<file path="config.mk">
export PLATFORM = sky130hd
export DESIGN_NAME = riscv_dmem_ctrl
export DESIGN_NICKNAME = d
export VERILOG_FILES = /design/src/rtl/riscv_dmem_ctrl.sv
export SDC_FILE = /design/constraint.sdc
export NUM_CORES = 1
export LEC_CHECK = 0
export BUFFER_PORTS_ARGS = -buffer_cell sky130_fd_sc_hd__buf_2
export CELL_PAD_IN_SITES_DETAIL_PLACEMENT = 2
export CELL_PAD_IN_SITES_GLOBAL_PLACEMENT = 2
export CORE_MARGIN = 3
export CORE_UTILIZATION = 30
export CTS_CLUSTER_SIZE = 10
export DETAILED_ROUTE_END_ITERATION = 8
export GPL_TIMING_DRIVEN = 0
export PLACE_DENSITY = 0.95
export SYNTH_ARGS = -nofsm -noshare
export SYNTH_HDL_FRONTEND = slang
export SYNTH_SLANG_ARGS = --single-unit
</file>
<file path="constraint.sdc">
create_clock -name i_clk -period 6.5 [get_ports i_clk]
set_input_delay 0.325 -clock i_clk [delete_from_list [all_inputs] [get_ports i_clk]]
set_output_delay 0.325 -clock i_clk [all_outputs]
set_load 0.03 [all_outputs]
</file>
<file path="src/rtl/riscv_dmem_ctrl.sv">
// Data RAM sequencer/arbiter: shares a single-port synchronous-read RAM between
// the CPU load/store unit and the boot loader, with store lane alignment and load extension.
module riscv_dmem_ctrl #(
  parameter int ADDR_W = 14,
  parameter int RD_LAT = 1
) (
  input  logic              i_clk,
  input  logic              i_rst,
  input  logic              i_cpu_req,
  input  logic              i_cpu_we,
  input  logic [1:0]        i_cpu_size,
  input  logic              i_cpu_unsigned,
  input  logic [31:0]       i_cpu_addr,
  input  logic [31:0]       i_cpu_wdata,
  output logic              o_cpu_ready,
  output logic [31:0]       o_cpu_rdata,
  output logic              o_cpu_misalign,
  input  logic              i_ldr_req,
  input  logic [31:0]       i_ldr_addr,
  input  logic [31:0]       i_ldr_wdata,
  output logic              o_ldr_gnt,
  output logic [3:0]        o_ram_wea,
  output logic [ADDR_W-1:0] o_ram_addr,
  output logic [31:0]       o_ram_din,
  input  logic [31:0]       i_ram_dout
);

  typedef enum logic [1:0] {S_IDLE, S_ISSUE, S_WAIT, S_RESP} state_t;

  localparam logic [1:0] LAT_M1 = 2'(RD_LAT - 1);

  state_t            r_state;
  state_t            w_next;
  logic              r_isLdr;
  logic              r_we;
  logic              r_mis;
  logic              r_uns;
  logic [1:0]        r_size;
  logic [1:0]        r_addrLo;
  logic [1:0]        r_cnt;
  logic [3:0]        r_wea;
  logic [ADDR_W-1:0] r_ramAddr;
  logic [31:0]       r_ramDin;
  logic [31:0]       r_rdata;

  logic              w_cpuMis;
  logic [3:0]        w_cpuWea;
  logic [31:0]       w_cpuDin;
  logic [31:0]       w_ext;
  logic [7:0]        w_byte;
  logic [15:0]       w_half;
  logic              w_unused;

  assign w_unused = ^{i_cpu_addr[31:ADDR_W+2], i_ldr_addr[31:ADDR_W+2], i_ldr_addr[1:0]};

  assign w_cpuMis = (i_cpu_size == 2'b11) ||
                    (i_cpu_size == 2'b01 && i_cpu_addr[0]) ||
                    (i_cpu_size == 2'b10 && i_cpu_addr[1:0] != 2'b00);

  always_comb begin
    w_cpuWea = 4'b1111;
    w_cpuDin = i_cpu_wdata;
    case (i_cpu_size)
      2'b00: begin
        w_cpuWea = 4'b0001 << i_cpu_addr[1:0];
        w_cpuDin = {4{i_cpu_wdata[7:0]}};
      end
      2'b01: begin
        w_cpuWea = i_cpu_addr[1] ? 4'b1100 : 4'b0011;
        w_cpuDin = {2{i_cpu_wdata[15:0]}};
      end
      default: ;
    endcase
  end

  // Lane select and extension use the fields latched at request time.
  always_comb begin
    w_byte = i_ram_dout[{r_addrLo, 3'b000} +: 8];
    w_half = i_ram_dout[{r_addrLo[1], 4'b0000} +: 16];
    w_ext  = i_ram_dout;
    case (r_size)
      2'b00:   w_ext = r_uns ? {24'b0, w_byte} : {{24{w_byte[7]}}, w_byte};
      2'b01:   w_ext = r_uns ? {16'b0, w_half} : {{16{w_half[15]}}, w_half};
      default: ;
    endcase
  end

  always_ff @(posedge i_clk or posedge i_rst) begin
    if (i_rst) r_state <= S_IDLE;
    else       r_state <= w_next;
  end

  always_comb begin
    w_next         = r_state;
    o_ram_wea      = 4'b0000;
    o_cpu_ready    = 1'b0;
    o_cpu_misalign = 1'b0;
    o_cpu_rdata    = 32'b0;
    o_ldr_gnt      = 1'b0;
    case (r_state)
      S_IDLE: begin
        if (i_ldr_req)      w_next = S_ISSUE;
        else if (i_cpu_req) w_next = w_cpuMis ? S_RESP : S_ISSUE;
      end
      S_ISSUE: begin
        o_ram_wea   = r_wea;
        o_ldr_gnt   = r_isLdr;
        o_cpu_ready = !r_isLdr && r_we;
        w_next      = (r_isLdr || r_we) ? S_IDLE : S_WAIT;
      end
      S_WAIT: begin
        if (r_cnt == 2'd0) w_next = S_RESP;
      end
      S_RESP: begin
        o_cpu_ready    = 1'b1;
        o_cpu_misalign = r_mis;
        o_cpu_rdata    = r_mis ? 32'b0 : r_rdata;
        w_next         = S_IDLE;
      end
      default: w_next = S_IDLE;
    endcase
  end

  // Rejected accesses never touch the RAM address/data registers, so they keep their last value.
  always_ff @(posedge i_clk or posedge i_rst) begin
    if (i_rst) begin
      r_isLdr   <= 1'b0;
      r_we      <= 1'b0;
      r_mis     <= 1'b0;
      r_uns     <= 1'b0;
      r_size    <= 2'b00;
      r_addrLo  <= 2'b00;
      r_cnt     <= 2'd0;
      r_wea     <= 4'b0000;
      r_ramAddr <= '0;
      r_ramDin  <= 32'b0;
      r_rdata   <= 32'b0;
    end else begin
      case (r_state)
        S_IDLE: begin
          if (i_ldr_req) begin
            r_isLdr   <= 1'b1;
            r_we      <= 1'b1;
            r_mis     <= 1'b0;
            r_wea     <= 4'b1111;
            r_ramAddr <= i_ldr_addr[ADDR_W+1:2];
            r_ramDin  <= i_ldr_wdata;
          end else if (i_cpu_req) begin
            r_isLdr  <= 1'b0;
            r_we     <= i_cpu_we;
            r_mis    <= w_cpuMis;
            r_uns    <= i_cpu_unsigned;
            r_size   <= i_cpu_size;
            r_addrLo <= i_cpu_addr[1:0];
            if (!w_cpuMis) begin
              r_ramAddr <= i_cpu_addr[ADDR_W+1:2];
              r_wea     <= i_cpu_we ? w_cpuWea : 4'b0000;
              if (i_cpu_we) r_ramDin <= w_cpuDin;
            end
          end
        end
        S_ISSUE: begin
          if (!r_isLdr && !r_we) r_cnt <= LAT_M1;
        end
        S_WAIT: begin
          if (r_cnt == 2'd0) r_rdata <= w_ext;
          else               r_cnt   <= r_cnt - 2'd1;
        end
        default: ;
      endcase
    end
  end

  assign o_ram_addr = r_ramAddr;
  assign o_ram_din  = r_ramDin;

endmodule
</file>
# Word level (Yosys, flattened, before mapping)
# Index checks and enable logic that the tools add are counted.
[totals]
regBits = 94
inputBits = 168
elab_cells = 91
[classes]
add_sub_neg = 1
n_eq_ne = 12
n_shift = 3
mux = 38
n_bitwise = 1
reduce_logical = 24
[ops]
columns = ["op", "n"]
rows = [
  ["two-way mux 32 bit", 8],
  ["case mux 32 bit (2 select lines)", 2],
  ["two-way mux 14 bit", 3],
  ["indexed part select 32 x 6 -> 16 bit", 1],
  ["indexed part select 32 x 6 -> 8 bit", 1],
  ["two-way mux 4 bit", 6],
  ["two-way mux 2 bit", 7],
  ["AND reduction 3 bit", 3],
  ["== test 2 bit (second input constant)", 4],
  ["logical NOT 2 bit", 4],
  ["two-way mux 1 bit", 8],
  ["!= test 2 bit (second input constant)", 4],
  ["case mux 2 bit (4 select lines)", 1],
  ["case mux 4 bit (2 select lines)", 1],
  ["nonzero test 2 bit", 4],
  ["== test 2 x 1 -> 1 bit (second input constant)", 3],
  ["AND reduction 2 bit", 3],
  ["logical AND 1 bit", 4],
  ["case mux 2 bit (2 select lines)", 1],
  ["AND reduction 4 bit", 1],
  ["left shift 1 x 2 -> 4 bit (first input constant)", 1],
  ["logical OR 1 bit", 3],
  ["!= test 3 bit (second input constant)", 1],
  ["logical NOT 1 bit", 2],
  ["3 further kinds", 3],
]

# Depth between registers and ports, before layout
# Gate-level depths: netlist of run 1.
[depth]
ltp_word = 8
ltp_mapped = 8
ltp_nobuf = 6

# Worst setup path before layout of run 1
# No wires, ideal clock.
[synth_path]
kind = "reg2reg"
startpoint = "reg r_state[1]"
endpoint = "reg r_ramAddr[0], in the netlist o_ram_addr[0]"
setup_ns = 0.125
t_arrival_ns = 1.810
t_required_ns = 6.375
setup_slack_ns = 4.565
path_stages_with_launch = 7
path_buffers = 2
period_less_slack_ns = 1.935
path_cell_list = "dfrtp_1 -> clkbuf_1 -> nor2_1 -> o21ai_1 -> nor2_2 -> buf_2 -> mux2_2"
[synth_between]
elab_chain_len = 2
[synth_lines]
columns = ["item", "line", "rtl"]
rows = [
  ["start: declaration", "32", "state_t r_state;"],
  ["start signal: assignment", "90", "else r_state <= w_next;"],
  ["logical NOT 2 bit", "139", "case (r_state)"],
  ["AND reduction 3 bit (no line)", "--", ""],
  ["end signal: assignment", "146", "r_ramAddr <= i_ldr_addr[ADDR_W+1:2];"],
  ["end signal: assignment", "156", "r_ramAddr <= i_cpu_addr[ADDR_W+1:2];"],
  ["end: declaration", "42", "logic [ADDR_W-1:0] r_ramAddr;"],
]
# No other way between the ends.
# A chain may end at the register's enable or synchronous reset.

# Worst setup path in the final report of run 1
[layout_path]
startpoint = "reg r_state[0]"
endpoint = "out o_cpu_rdata[14]"
[layout_between]
elab_chain_len = 2
[layout_lines]
columns = ["item", "line", "rtl"]
rows = [
  ["== test 2 bit", "100", "case (r_state)"],
  ["two-way mux 32 bit", "100", ""],
  ["end: declaration", "16", "output logic [31:0] o_cpu_rdata,"],
]
# No other way between the ends.

==> metrics.txt, run 1 <==
antenna diode count 0; number of max-cap violations 0; die height 140.3 um; sinks on the clock net 94; overall die width 140.3 um; post-layout worst setup margin 3.832 ns; average cell area after synthesis 10.45 um2; proportion of synthesized chip area in sequential cells 43.47%; final wirelength 21490 um; Primary FF master, synth dfrtp_1; detailed router's first-iteration violation count 215; power density cells 475.3 mW/mm2; synthesized net count 687; worst-case clock skew 0.006153 ns; share of flip-flops with an asynchronous set or reset 100.0%; min cycle time layout 2.668 ns; largest fanout of any net on the critical path 10; startpoint kind of the worst setup timing path flop; Vias per Instance 5.205; max-slew violation total from the final report 0; worst hold path class in -> reg; cell breakdown of the critical path clkbuf_1, nand2_1, nor2_1, clkbuf_1, and2_1, buf_2; worst hold path stage count 2; IR drop worst, VDD 0.0002034 V; number of global-route vias before repair 5899; insertion delay of the later-clocked pin in the worst-skew pair 0.35 ns; Clock Root Buffer clkbuf_16; arrival time at the worst endpoint 2.34 ns; result of the run finished clean; CTS HTree Levels 3; area of the die 0.01969 mm2; area of the core 0.01748 mm2; final hold violation count 0; number of input and output port buffers inserted 216; fraction of final layout cells sized beyond drive strength 1 45.08%; most used cell, CP clkbuf_1; Max Root-Sink Buffers 2; pin count of the biggest net entering global routing 69; required time at the endpoint of the critical path 6.17 ns; wire length of the first global-routing pass 33840 um; number of warning messages in the yosys log 0; worst slew margin relative to its limit 10.42%; setup TNS after final layout 0 ns; clock tree from TritonCTS yes; maximum single-stage delay on the critical path 0.40 ns; average detailed-routed wire length per instance 21.99 um; endpoint of the worst-slack reg-to-reg timing path r_rdata[9]; register-to-register setup slack 3.91 ns; worst slew pin tran 1.335 ns; count of cell types in the netlist 45; I/O Pins 253; share of the cycle needed by the critical path after routing 41.04%; DRC viols 0; Leak Pwr 3.558 nW; Final setup viols 0; count of instances resized after the clock tree is built 0; Routability Congestion 0.8736; HP Start i_cpu_unsigned; routed via count 5085; drt pass-1 iters 7; final net count 916; Slowest-stage cell, CP clkbuf_1; setup repair after global routing missed its margin false; reg2reg path depth 5; worst slack at placement 3.996 ns; effective utilization at floorplan 30.96%; initial antenna violation count 0; number of placement rows 48; critical path launch point r_state[0]; Synth-to-Final Area Change 31.86%; endpoint type of the worst setup path output port; maximum clock frequency 0.3749 GHz; critical setup path kind reg -> out; clock edge transition at the registers on the reported setup and hold paths 0.07 ns; count of flip-flops with a built-in enable after synthesis 0; global routing usage on met1 25.78%; endpoint of the worst hold path r_uns; met3 usage in global routing 4.814%; grt peak-use layer met2; count of mapped cells out of synthesis 518; GR Util All Layers 21.82%; synthesized cell area 0.005411 mm2; antenna-violating nets left 0; startpoint of the most critical register-to-register path r_addrLo[1]; global-route congestion overflow total 0; post-detailed-placement half-perimeter wirelength 17260 um; cts bufs inserted 9; count of state elements after synthesis 94; met2 demand-to-capacity share in global routing 39.09%
-- placed cells by master (no fill, tap or decap), drive strengths merged, types with 15 or more instances in the layout --
| master | synthesis | routed |
|---|---|---|
| buf | 12 | 229 |
| o21ai | 52 | 52 |
| and2 | 37 | 37 |
| mux2 | 88 | 88 |
| a21oi | 15 | 15 |
| nand3 | 32 | 32 |
| mux2i | 27 | 27 |
| clkbuf | 26 | 35 |
| nand2 | 62 | 62 |
| dfrtp | 94 | 94 |
-- through the flow --
step | cell area (um2) | instances | hold WS [ns] | total power, mW | utilization, %
global placement | 6774 | 959 | 0.4567 | 2.709 | 38.76
detailed placement | 6804 | 960 | 0.3426 | 2.822 | 38.93
finish | 7136 | 977 | 0.2496 | 3.392 | 40.83
global route | 7136 | 977 | 0.2534 | 3.602 | 40.83
CTS | 7136 | 977 | 0.2582 | 3.429 | 40.83
floorplan | 5411 | 518 | 0.4418 | 2.232 | -
-- state kept, by name (all words and copies together) (netlist names) --
| name | flops |
|---|---|
| r_state | 2 |
| r_isLdr | 1 |
| r_cnt | 2 |
| r_size | 2 |
| r_we | 1 |
| r_mis | 1 |
| o_ram_din | 32 |
| r_uns | 1 |
| o_ram_addr | 14 |
| r_addrLo | 2 |
| r_rdata | 32 |
| r_wea | 4 |
-- power by group --
part           leakage, nW  total (mW)  switching [mW]  internal, mW
logic                 2.26        1.75            1.09         0.662
registers             1.13        1.05           0.180         0.869
clock network        0.160       0.588           0.249         0.340
total                 3.56        3.39            1.52          1.87
-- synthesized netlist by cell type (all sizes together) (2+ instances only) --
cell type	instances	share of area, %
a21oi	15	1.4
a222oi	7	1.3
a22o	8	1.3
and2	37	4.3
buf	12	1.4
clkbuf	26	1.8
dfrtp	94	43
inv	9	0.62
mux2	88	20
mux2i	27	5.0
nand2	62	4.3
nand2b	2	0.23
nand3	32	3.0
nand3b	9	1.2
nor2	8	0.90
nor2b	3	0.35
nor3	2	0.18
nor3b	2	0.28
o21a	2	0.28
o21ai	52	4.9
o31ai	2	0.28
or3b	3	0.49
or4	2	0.28
-- metal layers --
metal	part of all wire [%]	up-vias
li1	-	2290
met1	39	2561
met2	52	202
met3	6.4	32
met4	2.2	0
met5	0	-
-- cell families after synthesis --
logic type	synth area share (%)
flops	43.47
compound gates	10.82
buf+inv	3.930
simple gates	16.16
mux	25.39
fa+ha+maj	0.2312
-- what timing repair did --
item,4_1_cts,5_1_grt
hold buffers,1,0
hold endpoints to repair,26,0
buffers inserted,0,0
-- critical path, delay by kind of cell, from the launching register on --
family / cells / cell delay [ns]
buffers and inverters: 3 / 0.95
flip-flops: 1 / 0.37
AND/OR/NAND/NOR: 3 / 0.68
-- cell type report --
class                           instances  area, um2
Sequential cell                        94       2352
Multi-Input combinational cell        376       2846
Inverter                               10      40.04
Clock inverter                          7      96.34
Fill cell                            1944      10340
Tap cell                              225      281.5
Timing Repair Buffer                  218       1119
Buffer                                 38      175.2
Clock buffer                            9      225.2
-- how the worst max path moves through the flow --
stage | end | slack, ns
floorplan | o_ram_addr[0] | 3.73
global placement | o_ram_addr[7] | 2.37
detailed placement | r_rdata[15] | 4.00
CTS | o_cpu_rdata[14] | 3.80
global route | o_cpu_rdata[14] | 3.59
finish | o_cpu_rdata[14] | 3.83
(Power assumes the default switching activity.)
==> run 2: changes to the inputs <==
--- a/config.mk
+++ b/config.mk
@@ -5,15 +5,16 @@
 export SDC_FILE = /design/constraint.sdc
 export NUM_CORES = 1
 export LEC_CHECK = 0
+export ABC_AREA = 1
 export BUFFER_PORTS_ARGS = -buffer_cell sky130_fd_sc_hd__buf_2
 export CELL_PAD_IN_SITES_DETAIL_PLACEMENT = 2
 export CELL_PAD_IN_SITES_GLOBAL_PLACEMENT = 2
 export CORE_MARGIN = 3
-export CORE_UTILIZATION = 30
+export CORE_UTILIZATION = 22
 export CTS_CLUSTER_SIZE = 10
 export DETAILED_ROUTE_END_ITERATION = 8
 export GPL_TIMING_DRIVEN = 0
-export PLACE_DENSITY = 0.95
+export PLACE_DENSITY = 0.9
 export SYNTH_ARGS = -nofsm -noshare
 export SYNTH_HDL_FRONTEND = slang
 export SYNTH_SLANG_ARGS = --single-unit
==> constraint.sdc (replaced) <==
create_clock -name i_clk -period 2.2 [get_ports i_clk]
set_input_delay 0.11 -clock i_clk [delete_from_list [all_inputs] [get_ports i_clk]]
set_output_delay 0.11 -clock i_clk [all_outputs]
set_load 0.03 [all_outputs]
==> run 2 against run 1 <==
Die area rose by 36%; register-to-register slack got worse by 3.4 ns; final area rose by 2.3%; critical path type unchanged; utilization fell by 11 points; clock skew rose by 0.0038 ns.
==> metrics.txt, run 2 <==
maximum clock frequency 0.4995 GHz; share of flip-flops with an asynchronous set or reset 100.0%; number of global-route vias before repair 6782; worst slew pin tran 0.6321 ns; area of the die 0.02679 mm2; final net count 1200; endpoint type of the worst setup path output port; GR Util All Layers 18.05%; cell with the most instances after synthesis nand2_1; clock edge transition at the registers on the reported setup and hold paths 0.08 ns; DRC viols 0; cell breakdown of the critical path buf_2, nand2_1, clkbuf_1, nand2_1, buf_2; sinks on the clock net 94; required time at the endpoint of the critical path 2.09 ns; delay-heaviest family, CP buffers and inverters; effective utilization at floorplan 22.42%; WP buf/inv 3; Leak Pwr 4.133 nW; wire length of the first global-routing pass 37550 um; final wirelength 24070 um; Final setup viols 0; number of warning messages in the yosys log 0; worst slew margin relative to its limit 57.86%; post-detailed-placement half-perimeter wirelength 19270 um; count of state elements after synthesis 94; largest fanout of any net on the critical path 10; max-slew violation total from the final report 0; count of mapped cells out of synthesis 800; register-to-register setup slack 0.53 ns; startpoint kind of the worst setup timing path flop; Slowest-stage cell, CP clkbuf_1; number of input and output port buffers inserted 217; synthesized cell area 0.005469 mm2; result of the run finished clean; Routability Congestion 0.8415; average cell area after synthesis 6.836 um2; insertion delay of the later-clocked pin in the worst-skew pair 0.35 ns; final core area utilization 29.94%; drt pass-1 iters 4; cts bufs inserted 9; count of cell types in the netlist 30; share of the cycle needed by the critical path after routing 91.00%; synthesized net count 969; CTS HTree Levels 3; die height 163.7 um; Commonest cells post-synth nand2_1 (318), dfrtp_1 (94), inv_1 (70); cells taking the most area after synthesis dfrtp_1 (43%), nand2_1 (22%), a21oi_1 (4.9%); critical setup path kind reg -> out; overall die width 163.7 um; pin count of the biggest net entering global routing 40; postcts setup bufs 0; number of placement rows 57; routed via count 6195; worst hold path class in -> reg; Primary FF master, synth dfrtp_1; proportion of synthesized chip area in sequential cells 43.01%; setup repair after global routing missed its margin false; worst-case clock skew 0.009959 ns; leading cell type in the layout, fill and taps excluded nand2_1; Max Root-Sink Buffers 2; Clock Root Buffer clkbuf_16; count of flip-flops with a built-in enable after synthesis 0; maximum single-stage delay on the critical path 0.45 ns; clock tree from TritonCTS yes; area of the core 0.02439 mm2; post-synthesis cell type with the largest combined area dfrtp_1; number of filler instances in the final layout 3055; number of max-cap violations 0; power density cells 1340 mW/mm2; min cycle time layout 2.002 ns; I/O Pins 253; arrival time at the worst endpoint 1.89 ns; average detailed-routed wire length per instance 17.69 um; final hold violation count 0; global-route congestion overflow total 0; most frequent cells in the layout nand2_1 (318), buf_2 (239), dfrtp_1 (94); fraction of final layout cells sized beyond drive strength 1 28.19%; detailed router's first-iteration violation count 212; Vias per Instance 4.552; Synth-to-Final Area Change 33.52%; IR drop worst, VDD 0.0004374 V; top cell type's share of synthesized area 43.01%; setup TNS after final layout 0 ns; initial antenna violation count 4; antenna-violating nets left 0
==> run 2: cells by family after synthesis <==
group,count (synthesis),share of synthesized area [%]
AO/OA/AOI/OAI,166,16.36
adder cells (fa/ha/maj),1,0.2287
buffers and inverters,123,9.906
flip-flops,94,43.01
multiplexers,8,1.464
AND/OR/NAND/NOR,408,29.03
==> run 2: layout make-up <==
class | count | area (um2) | share of cell area [%]
multi-input cells | 583 | 2575 | 35.26
flip-flops and latches | 94 | 2352 | 32.21
repair buffers | 220 | 1136 | 15.56
well taps | 324 | 405.4 | 5.552
inverters | 79 | 304.0 | 4.164
plain buffers | 44 | 242.7 | 3.324
clock buffers | 10 | 239.0 | 3.273
clock inverters | 6 | 45.04 | 0.6169
diodes | 1 | 2.502 | 0.03427
==> run 2: power by group <==
part	internal (mW)	switching, mW	leakage, nW	total (mW)
clock	0.807	0.736	0.143	1.54
sequential	2.56	0.415	1.15	2.98
combinational	1.53	3.73	2.84	5.26
total	4.90	4.88	4.13	9.79
==> run 2: worst paths after layout <==
check                           endpoint             from  cells after the start
max in group asynchronous    r_rdata[14]            i_rst                      4
hold reg to reg              r_rdata[13]      r_rdata[13]                      2
setup reg to reg             r_rdata[24]        r_size[1]                      9
setup / recovery             o_cpu_ready       r_state[0]                      5
min in group asynchronous  o_ram_din[12]            i_rst                      3
hold / removal             o_ram_din[10]  i_ldr_wdata[10]                      3
==> run 2: worst reg2reg max path, stage by stage (launching register included) <==
cell and delay, ns:
dfrtp_1 0.37, buf_6 0.13, clkinv_2 0.06, nand2_4 0.09
nor2_4 0.21, nand2_2 0.09, nand3_1 0.11, nand2_2 0.15
buf_2 0.24, a21oi_1 0.15
==> run 2: layer usage <==
| layer | track usage [%] | vias up | share of wire [%] |
|---|---|---|---|
| met5 | 0 | - | 0.23 |
| met4 | 5.152 | 8 | 1.7 |
| met3 | 4.388 | 32 | 6.8 |
| met2 | 31.66 | 193 | 49 |
| met1 | 21.92 | 2996 | 42 |
| li1 | - | 2966 | - |
==> run 2: through the flow <==
stage                     setup slack, ns  hold WS [ns]  instance area [um2]  power [mW]  instances
final                              0.1981       0.03599                 7302       9.786       1361
after detailed placement           0.4105        0.1920                 7004       8.311       1343
after floorplan                    0.7780        0.2579                 5473       6.518        800
after global placement             0.2042        0.3900                 6964       8.037       1341
after CTS                         0.01784       0.01496                 7298       9.921       1360
after global routing              0.01200       0.04336                 7300       10.64       1360
==> run 2: repair_timing <==
item	in CTS	in global routing
endpoints found under the setup margin	0	10
endpoints found under the hold margin	19	0
gates resized for setup	0	2
hold buffers	1	0
==> run 3: changes to the inputs <==
==> config.mk (replaced) <==
export PLATFORM = sky130hd
export DESIGN_NAME = riscv_dmem_ctrl
export DESIGN_NICKNAME = d
export VERILOG_FILES = /design/src/rtl/riscv_dmem_ctrl.sv
export SDC_FILE = /design/constraint.sdc
export NUM_CORES = 1
export LEC_CHECK = 0
export ABC_AREA = 0
export BUFFER_PORTS_ARGS = -buffer_cell sky130_fd_sc_hd__buf_4
export CELL_PAD_IN_SITES_DETAIL_PLACEMENT = 2
export CELL_PAD_IN_SITES_GLOBAL_PLACEMENT = 2
export CORE_MARGIN = 3
export CORE_UTILIZATION = 25
export CTS_CLUSTER_SIZE = 10
export DETAILED_ROUTE_END_ITERATION = 8
export GPL_TIMING_DRIVEN = 0
export PLACE_DENSITY = 0.89
export SYNTH_ARGS = -nofsm -noshare
export SYNTH_HDL_FRONTEND = slang
export SYNTH_SLANG_ARGS = --single-unit
==> run 3 against run 2 <==
Via count down 19%; clock-buffer cell count down 1; power up 5.9%; setup slack worse by 0.0078 ns; global-route usage up 0.40 points; register-to-register slack worse by 0.34 ns; critical endpoint is now r_rdata[20]; largest cell class unchanged; largest power group unchanged.
==> metrics.txt, run 3 (synthesis results as in run 1) <==
routed via count 5020; number of input and output port buffers inserted 216; most frequent cells in the layout buf_4 (217), dfrtp_1 (92), nand2_1 (62); Net Switching 4.544 mW; worst slew margin relative to its limit 38.04%; final net count 916; post-detailed-placement half-perimeter wirelength 17230 um; overall die width 153.1 um; pin count of the biggest net entering global routing 38; number of global-route vias before repair 5745; critical setup path kind reg -> reg; min cycle time layout 2.010 ns; share of total power in sequential cells 30.5%; Cells after DPL 1011; largest fanout of any net on the critical path 10; arrival time at the worst endpoint 2.23 ns; wire length of the first global-routing pass 33950 um; average detailed-routed wire length per instance 21.23 um; Slowest-stage cell, CP dfrtp_1; maximum clock frequency 0.4976 GHz; IR drop worst, VDD 0.0005830 V; Switching Share 43.83%; number of filler instances in the final layout 2329; area of the core 0.02115 mm2; required time at the endpoint of the critical path 2.42 ns; maximum single-stage delay on the critical path 0.38 ns; worst hold path class in -> reg; effective utilization at floorplan 25.58%; Vias per Instance 4.893; DRC viols 0; max-slew violation total from the final report 0; number of placement rows 53; post-layout instance count excluding filler cells 1026; area of the die 0.02345 mm2; share of the cycle needed by the critical path after routing 91.35%; leading cell type in the layout, fill and taps excluded buf_4; Routability Congestion 0.8035; antenna-violating nets left 0; detailed router's first-iteration violation count 191; cts bufs inserted 9; die height 153.1 um; sinks on the clock net 94; Max Root-Sink Buffers 2; fraction of final layout cells sized beyond drive strength 1 46.87%; CTS HTree Levels 3; worst-case clock skew 0.008032 ns; worst slew pin tran 0.9273 ns; I/O Pins 253; Power Internal 5.824 mW; initial antenna violation count 0; antenna diode count 0; delay-heaviest family, CP buffers and inverters; setup repair after global routing missed its margin false; Leak Pwr 3.701 nW; cell breakdown of the critical path buf_2, mux2i_2, o22ai_1, o21ai_4, buf_2, nand3_1; result of the run finished clean; power density cells 1335 mW/mm2; GR Util All Layers 18.44%; Synth-to-Final Area Change 43.51%; setup TNS after final layout 0 ns; WP buf/inv 2; insertion delay of the later-clocked pin in the worst-skew pair 0.35 ns; startpoint kind of the worst setup timing path flop; number of max-cap violations 0; part of the total power dissipated in combinational logic 54.2%; most used cell, CP buf_2; clock share of power 15.3%; Clock Root Buffer clkbuf_16; clock tree from TritonCTS yes; endpoint type of the worst setup path flop; final hold violation count 0; Final setup viols 0; final wirelength 21790 um; clock edge transition at the registers on the reported setup and hold paths 0.07 ns; drt pass-1 iters 5; global-route congestion overflow total 0
## run 3: tightest hold or removal path, cell delays in order
cell     delay (ns)
buf_4          0.09
nand3_1        0.06
nand3_1        0.07
## run 3: power groups by stage
| stage | clock network (mW) | logic (mW) | registers [mW] |
|---|---|---|---|
| after global routing | 1.71 | 6.03 | 3.28 |
| after CTS | 1.64 | 5.66 | 3.15 |
| final | 1.59 | 5.62 | 3.16 |
| after detailed placement | 0 | 5.67 | 3.11 |
| after global placement | 0 | 5.47 | 3.04 |
| after floorplan | 0 | 2.78 | 3.81 |
## run 3: final timing paths
check                          startpoint       endpoint  slack, ns  cells after the start
max in group asynchronous           i_rst     r_state[1]       1.11                      4
setup / recovery              r_addrLo[1]    r_rdata[20]       0.19                      6
setup reg to reg              r_addrLo[1]    r_rdata[20]       0.19                      6
min in group asynchronous           i_rst  o_ram_din[14]       0.44                      3
hold reg to reg                r_rdata[6]     r_rdata[6]       0.49                      2
hold / removal             i_ram_dout[30]    r_rdata[30]       0.02                      3
## run 3: final cells by class
class	instances	area, um2	share of cell area, %
Tap cell	275	344.1	4.430
Multi-Input combinational cell	376	2882	37.10
Inverter	10	41.29	0.5317
Clock inverter	6	63.81	0.8217
Sequential cell	94	2355	30.32
Clock buffer	9	225.2	2.900
Timing Repair Buffer	220	1682	21.65
Buffer	36	173.9	2.239
## run 3: repair_timing
item	in CTS	in global routing
resized for setup	8	11
hold endpoints to repair	29	0
buffers inserted	0	0
hold buffers	2	0
setup endpoints to repair	57	34
## run 3: per-stage QoR
stage	utilization, %	power, mW	instance area (um2)	hold WS [ns]	setup slack [ns]
after global routing	36.71	11.02	7766	0.02305	0.003463
after global placement	34.89	8.508	7381	0.3449	-0.1990
after floorplan	-	6.595	5415	0.2268	0.2651
after detailed placement	35.08	8.780	7421	0.2791	-0.3093
after CTS	36.62	10.45	7747	0.005014	0.04205
final	36.71	10.37	7766	0.02012	0.1902
## run 3: per-layer routing
| layer | share of wire [%] | global-route usage (%) | wire length [um] | up-vias |
|---|---|---|---|---|
| met1 | 42 | 22.68 | 9074 | 2538 |
| met3 | 6.7 | 5.294 | 1462 | 20 |
| met5 | 0 | 0 | 0 | - |
| li1 | - | - | - | 2288 |
| met4 | 1.5 | 4.497 | 329 | 0 |
| met2 | 50 | 31.91 | 10920 | 174 |
